## src/rtl/hazard_scoreboard.sv

```systemverilog
// Decode-stage hazard unit built on a per-register countdown scoreboard.
// Stalls ID on unresolved RAW/WAW or a busy multi-cycle ALU and flags forwardable sources.
module hazard_scoreboard #(
    parameter int NUM_REGS = 16,
    parameter int REG_W    = 4,
    parameter int LAT_W    = 3,
    parameter int MC_W     = 4,
    parameter int FWD_EN   = 1,
    parameter int FWD_WIN  = 2
) (
    input  logic             clk,
    input  logic             rst_n,
    input  logic             id_valid,
    input  logic [REG_W-1:0] id_rs1,
    input  logic [REG_W-1:0] id_rs2,
    input  logic             id_rs1_used,
    input  logic             id_rs2_used,
    input  logic [REG_W-1:0] id_rd,
    input  logic             id_rd_wr,
    input  logic [LAT_W-1:0] id_lat,
    input  logic             id_mc_start,
    input  logic [MC_W-1:0]  id_mc_cycles,
    input  logic             flush,
    output logic             if_id_stall,
    output logic             id_ex_stall,
    output logic             fwd_rs1,
    output logic             fwd_rs2,
    output logic             mc_busy,
    output logic [15:0]      stall_cnt
);

    // Counter values at or below THR are reachable through the bypass network.
    localparam logic [LAT_W-1:0] THR = (FWD_EN != 0) ? LAT_W'(FWD_WIN) : '0;

    logic [LAT_W-1:0] sb_q [1:NUM_REGS-1];
    logic [LAT_W-1:0] sb_d [1:NUM_REGS-1];
    logic [MC_W-1:0]  mc_cnt_q, mc_cnt_d;
    logic [15:0]      stall_cnt_q, stall_cnt_d;

    logic [LAT_W-1:0] rs1_sb, rs2_sb, rd_sb;
    logic             pend1, pend2, raw1, raw2, waw;
    logic             stall, issue;

    // Register 0 and indices beyond NUM_REGS read as "always current".
    always_comb begin
        rs1_sb = '0;
        rs2_sb = '0;
        rd_sb  = '0;
        for (int r = 1; r < NUM_REGS; r++) begin
            if (id_rs1 == REG_W'(r)) rs1_sb = sb_q[r];
            if (id_rs2 == REG_W'(r)) rs2_sb = sb_q[r];
            if (id_rd  == REG_W'(r)) rd_sb  = sb_q[r];
        end
    end

    always_comb begin
        pend1 = id_rs1_used && (id_rs1 != '0) && (rs1_sb != '0);
        pend2 = id_rs2_used && (id_rs2 != '0) && (rs2_sb != '0);
        raw1  = pend1 && (rs1_sb > THR);
        raw2  = pend2 && (rs2_sb > THR);
        waw   = id_rd_wr && (id_rd != '0) && (rd_sb != '0) && (rd_sb >= id_lat);
        stall = id_valid && !flush && ((mc_cnt_q != '0) || raw1 || raw2 || waw);
        issue = id_valid && !flush && !stall;
    end

    assign if_id_stall = stall;
    assign id_ex_stall = stall;
    assign fwd_rs1     = pend1 && !raw1;
    assign fwd_rs2     = pend2 && !raw2;
    assign mc_busy     = (mc_cnt_q != '0);
    assign stall_cnt   = stall_cnt_q;

    // A fresh load on issue takes priority over the per-cycle countdown.
    always_comb begin
        for (int r = 1; r < NUM_REGS; r++) begin
            sb_d[r] = sb_q[r];
            if (issue && id_rd_wr && (id_rd == REG_W'(r)) && (id_lat != '0)) begin
                sb_d[r] = id_lat;
            end else if (sb_q[r] != '0) begin
                sb_d[r] = sb_q[r] - 1'b1;
            end
        end

        mc_cnt_d = mc_cnt_q;
        if (issue && id_mc_start) begin
            mc_cnt_d = id_mc_cycles;
        end else if (mc_cnt_q != '0) begin
            mc_cnt_d = mc_cnt_q - 1'b1;
        end

        stall_cnt_d = stall_cnt_q;
        if (stall && (stall_cnt_q != 16'hFFFF)) begin
            stall_cnt_d = stall_cnt_q + 16'd1;
        end
    end

    always_ff @(posedge clk or negedge rst_n) begin
        if (!rst_n) begin
            for (int r = 1; r < NUM_REGS; r++) begin
                sb_q[r] <= '0;
            end
            mc_cnt_q    <= '0;
            stall_cnt_q <= '0;
        end else begin
            for (int r = 1; r < NUM_REGS; r++) begin
                sb_q[r] <= sb_d[r];
            end
            mc_cnt_q    <= mc_cnt_d;
            stall_cnt_q <= stall_cnt_d;
        end
    end

endmodule

```

## config.mk

```make
export PLATFORM = sky130hd
export DESIGN_NAME = hazard_scoreboard
export DESIGN_NICKNAME = d
export VERILOG_FILES = /design/src/rtl/hazard_scoreboard.sv
export SDC_FILE = /design/constraint.sdc
export NUM_CORES = 1
export LEC_CHECK = 0
export ABC_AREA = 1
export CAP_MARGIN = 20
export CORE_ASPECT_RATIO = 0.8
export CORE_UTILIZATION = 51
export DETAILED_ROUTE_END_ITERATION = 8
export GPL_TIMING_DRIVEN = 0
export PLACE_DENSITY = 0.71
export SETUP_SLACK_MARGIN = 0.5
export SLEW_MARGIN = 20
export SYNTH_ARGS = -nofsm -noshare
export SYNTH_HDL_FRONTEND = slang
export SYNTH_SLANG_ARGS = --single-unit
export TNS_END_PERCENT = 30
```

## constraint.sdc

```tcl
create_clock -name clk -period 8.3 [get_ports clk]
set_clock_uncertainty 0.1 [all_clocks]
set_input_delay 0.83 -clock clk [delete_from_list [all_inputs] [get_ports clk]]
set_output_delay 0.83 -clock clk [all_outputs]
set_load 0.005 [all_outputs]
```

==> impl_metrics.ini, run 1 <==
[grt]
grt_max_degree = 42
antenna_found_initial = 0
grt_usage_pct = 29.7
grt_pass1_vias = 5601
grt_overflow = 0
grt_pass1_wl_mm = 29.4

[placed_design]
dpl.hpwl_mm = 13.9
io_buffer_count = 44
gp_congestion = 0.983
placed_area_mm2 = 0.00691

[finish]
fin_area_mm2 = 0.00719
areaGrowthSynthToFinish_pct = 14.8
fin_nets = 1080
drive_above_1_share_pct = 8.61
nFillCells = 1164
n_antenna_cell = 0

[logic_synthesis]
synth_top_cell_area_share_pct = 26.0
synth_area_per_cell_um2 = 6.52
synth_compound_area_share_pct = 2.78
ys_seq_area_share_pct = 26.0
synth_top_area_cell = dfrtp_1
synth.most_common_cell = nand2_1
synthTopCellsByArea = dfrtp_1 26%, nand2_1 19%, nand4_1 9.7%
synthCells = 961
ys_types = 33
synth_edf_count = 0
yosysWarnings = 0
async_reset_ff_share_pct = 100
muxShareOfSynthArea_pct = 0
synth_area_mm2 = 0.00626
synth_common_cells = 321 x nand2_1, 139 x inv_1, 97 x nand4_1
syn-num-nets = 1024
synthFlopType = dfrtp_1
ys_seq_elements = 65
synthXorXnorAreaFrac_pct = 4.61
synth_top_family_by_area = simple AND/OR/NAND/NOR gates
synth_adder_area_share_pct = 7.19
synth_simple_gate_area_share_pct = 48.6

[critical_path]
critical_path.max_fanout = 11
endpoint_kind = primary output
worstRegToRegCells = 23
crit_type = in2out
r2r-start = sb_q[40]
r2r_end = sb_q[5]
max_stage_delay_ps = 660
required_ps = 7370
crit_family = simple AND/OR/NAND/NOR gates
path_buf_inv = 7
r2r_slack_ps = 4510
startpoint_type = primary input
crit_top_cell = nand2_1
arrival_ps = 4840
crit_slowest_cell = clkdlybuf4s50_1

[clock_tree]
cts_hold_buf = 0
postCtsSetupBuffers = 0
cts.htree.levels = 3
path_clk_slew_ps = 70
cts_buffer_depth = 2
cts_buffers = 9
clock-sinks = 65
clkLatencyLatePin_ps = 350
cts-root-buf = clkbuf_16
post_cts_resized = 0
cts_tree = yes

[run]
maxCapViolCount = 0

[route]
postRouteAntennaNets = 0
vias = 6436
wl_per_cell_um = 15.5
via_per_inst = 5.50
route.detailed.drc = 0
dr.pass1.iters = 7
drtIter0Drc = 649
wl_mm = 18.2

[status]
status = completed

[floorplanning]
coreArea_mm2 = 0.0117
die_x_um = 126
start_util_pct = 53.4
dieArea_mm2 = 0.0127
die_h_um = 101
rows = 35
ioPinCount = 48

[timing]
period_needed_ps = 5770
finalHoldViolCount = 0
rsz0062_at_grt = no
drv_slew = 0
tns_ps = 0
finalSetupViolCount = 0
worst_slew_pin_slew_ps = 917
period_share_pct = 69.5
slew_headroom_pct = 38.4
timing.fmax_mhz = 173

[power_and_ir_drop]
leakagePower_nw = 3.71
power_per_cell_area_mw_per_mm2 = 289
ir_drop_mv = 0.197

[min_path]
min_path_type = in2async
cell type report:
type	instances	area [um2]	share of cell area (%)
Timing Repair Buffer	45	458	6.37
Multi-Input combinational cell	726	3960	55.0
Inverter	148	556	7.72
Clock inverter	7	60.1	0.835
Sequential cell	65	1630	22.6
Tap cell	148	185	2.57
Buffer	22	125	1.74
Clock buffer	9	225	3.13
flip-flops by register name (all words and copies together), names as in the netlist:
signal and count:
stall_cnt 16, sb_q 45, mc_cnt_q 4
report_power, final:
part | internal [mW] | total [mW] | switching [mW]
registers | 0.462 | 0.654 | 0.192
clock network | 0.207 | 0.371 | 0.164
logic | 0.407 | 1.05 | 0.644
total | 1.08 | 2.08 | 1.00
routing by layer:
layer  track usage, %  vias up  part of all wire (%)
li1                 -     3216                     -
met1             44.1     2898                    47
met2             44.1      286                    41
met3             5.18       36                   9.9
met4             8.06        0                   2.2
met5                0        -                     0
worst reg2reg max path, stage by stage, from the launching register on:
cell and delay (ps):
dfrtp_1 450, inv_1 140, o21ai_0 110, nor2_1 200, nand4_1 130, nand2_1 100
nand4_1 80, nor2_1 210, nand4_1 140, nand2_1 100, inv_1 40, ha_1 260
a21oi_1 160, nor2_1 60, o221ai_1 180, inv_1 70, nand2_1 120, nand3_2 150
nor2_8 210, buf_2 340, nand4_1 190, nand2_1 120, nand2_1 50, inv_1 40
cell usage in the layout (no fill, tap or decap), types with 15 or more instances in the layout:
cell,n
a21oi_1,15
clkdlybuf4s50_1,43
dfrtp_1,65
ha_1,36
inv_1,139
nand2_1,321
nand3_1,52
nand4_1,97
nor2_1,86
xor2_1,29
cells by family (layout without fill, tap and decap cells):
kind of cell,count (synthesis),after routing
xor+xnor,33,33
buf+inv,170,231
simple gates,625,625
compound gates,32,32
flops,65,65
fa+ha+maj,36,36
through the flow:
step                      util [%]  total power [mW]  std cells  hold WS, ps  setup WS [ps]
after CTS                     61.3              2.07       1170          309           2710
after global placement        58.7              1.66       1153          414           2770
after floorplan                  -              1.38        961          392           4460
after detailed placement      58.9              1.69       1154          419           2800
final                         61.3              2.08       1170          296           2530
after global routing          61.3              2.28       1170          328           2380
worst max path at each step:
stage / start / endpoint / slack [ps] / cells after the start
after global placement: id_rd[1] / if_id_stall / 2770 / 25
final: id_rd[1] / if_id_stall / 2530 / 25
after floorplan: id_rd[3] / if_id_stall / 4460 / 25
after CTS: id_rd[1] / if_id_stall / 2710 / 25
after global routing: id_rd[1] / if_id_stall / 2380 / 25
after detailed placement: id_rd[1] / if_id_stall / 2800 / 25
Power figures use the tool's default switching activity.
==> inputs of run 2 (changes only) <==
clock period = 5.7 ns   (was 8.3 ns; I/O delays follow)
==> impl_metrics.ini, run 2 (same netlist as run 1, synthesis figures left out) <==
[status]
status = completed

[placed_design]
dpl.hpwl_mm = 13.9
placed_area_mm2 = 0.00691
gp_congestion = 0.983
io_buffer_count = 44

[floorplanning]
rows = 35
start_util_pct = 53.4
die_h_um = 101
ioPinCount = 48
dieArea_mm2 = 0.0127
coreArea_mm2 = 0.0117
die_x_um = 126

[power_and_ir_drop]
p_int_mw = 1.57
pwr-share-seq_pct = 31.5
leakagePower_nw = 3.73
p_clk_share_pct = 17.8
ir_drop_mv = 0.286
combinationalPowerShare_pct = 50.6
net-switching-power_mw = 1.46
p_sw_share_pct = 48.1
power_per_cell_area_mw_per_mm2 = 420

[finish]
top_register = sb_q
fin_area_mm2 = 0.00720
fin_nets = 1080
largest_reg_flops = 45
areaGrowthSynthToFinish_pct = 15.0
layout_commonest_cell = nand2_1
drive_above_1_share_pct = 8.61
n_antenna_cell = 0
final_cell_mix = 321 x nand2_1, 139 x inv_1, 97 x nand4_1

[critical_path]
critical_path.max_fanout = 11
endpoint_kind = primary output
required_ps = 5030
arrival_ps = 4320
max_stage_delay_ps = 590
startpoint_type = primary input
crit_slowest_cell = clkdlybuf4s50_1
crit_top_cell = nand2_1
crit_type = in2out

[clock_tree]
cts_tree = yes
clock-sinks = 65
post_cts_resized = 0
path_clk_slew_ps = 70
cts-root-buf = clkbuf_16
cts_buffer_depth = 2
cts_hold_buf = 0
clkLatencyLatePin_ps = 350
cts.htree.levels = 3
cts_buffers = 9
postCtsSetupBuffers = 0

[timing]
tns_ps = 0
worst_slew_pin_slew_ps = 901
finalSetupViolCount = 0
period_share_pct = 87.5
finalHoldViolCount = 0
period_needed_ps = 4990
slew_headroom_pct = 39.4
timing.fmax_mhz = 200
rsz0062_at_grt = no
drv_slew = 0

[min_path]
min_path_type = in2async

[route]
wl_mm = 18.2
dr.pass1.iters = 6
route.detailed.drc = 0
postRouteAntennaNets = 0
drtIter0Drc = 739
wl_per_cell_um = 15.6
vias = 6450
via_per_inst = 5.51

[grt]
grt_pass1_vias = 5601
grt_pass1_wl_mm = 29.4
grt_usage_pct = 29.7
grt_overflow = 0
grt_max_degree = 42
antenna_found_initial = 0

[run]
maxCapViolCount = 0
-- run 2: changes by cell type in the layout (fill, tap and decap cells not counted), sizes merged --
cell,before,now
clkdlybuf4s50,43,41
dlymetal6s2s,0,2
-- run 2: metal layers --
metal  GRT usage [%]  vias to the layer above  wire length [um]
met4            8.06                        0               410
met1            44.1                     2887              8520
met5               0                        -                 0
met2            44.1                      310              7340
met3            5.18                       39              1950
li1                -                     3214                 -
-- run 2: worst paths after layout --
| kind | startpoint | slack (ps) | end | cells past startpoint |
|---|---|---|---|---|
| setup / recovery | id_rd[2] | 710 | if_id_stall | 25 |
| hold / removal | rst_n | 40 | sb_q[35] | 1 |
| setup reg to reg | sb_q[40] | 1950 | sb_q[5] | 23 |
| hold reg to reg | stall_cnt[3] | 430 | stall_cnt[3] | 1 |
| max in group asynchronous | rst_n | 4920 | stall_cnt[14] | 2 |
| min in group clk | stall_cnt[3] | 430 | stall_cnt[3] | 1 |
-- run 2: metrics by stage --
step	hold WS (ps)	instances	util (%)	setup WS [ps]	power (mW)
2_1_floorplan	174	961	-	2380	2.01
3_3_place_gp	414	1153	58.7	686	2.42
3_5_place_dp	411	1154	58.9	717	2.46
4_1_cts	49.0	1170	61.3	628	3.01
5_1_grt	66.9	1170	61.4	519	3.32
6_report	35.3	1170	61.4	711	3.02
-- run 2: final cells by class --
type                    instances  area, um2
fillers                      1161       4530
multi-input cells             726       3960
flip-flops and latches         65       1630
inverters                     148        556
repair buffers                 45        463
clock buffers                   9        225
well taps                     148        185
plain buffers                  22        125
clock inverters                 7       60.1
-- run 2: worst max-delay path: cells and delay by family --
family | cells | cell delay (ps)
buffers and inverters | 7 | 1480
adders and majority gates | 1 | 260
and+or+nand+nor | 14 | 1580
AOI/OAI and AO/OA | 3 | 420
-- run 2: power groups by stage --
stage | clock, mW | combinational (mW) | sequential (mW)
2_1_floorplan | 0 | 1.17 | 0.838
3_3_place_gp | 0 | 1.48 | 0.941
3_5_place_dp | 0 | 1.51 | 0.943
4_1_cts | 0.552 | 1.52 | 0.936
5_1_grt | 0.569 | 1.79 | 0.965
6_report | 0.539 | 1.53 | 0.953
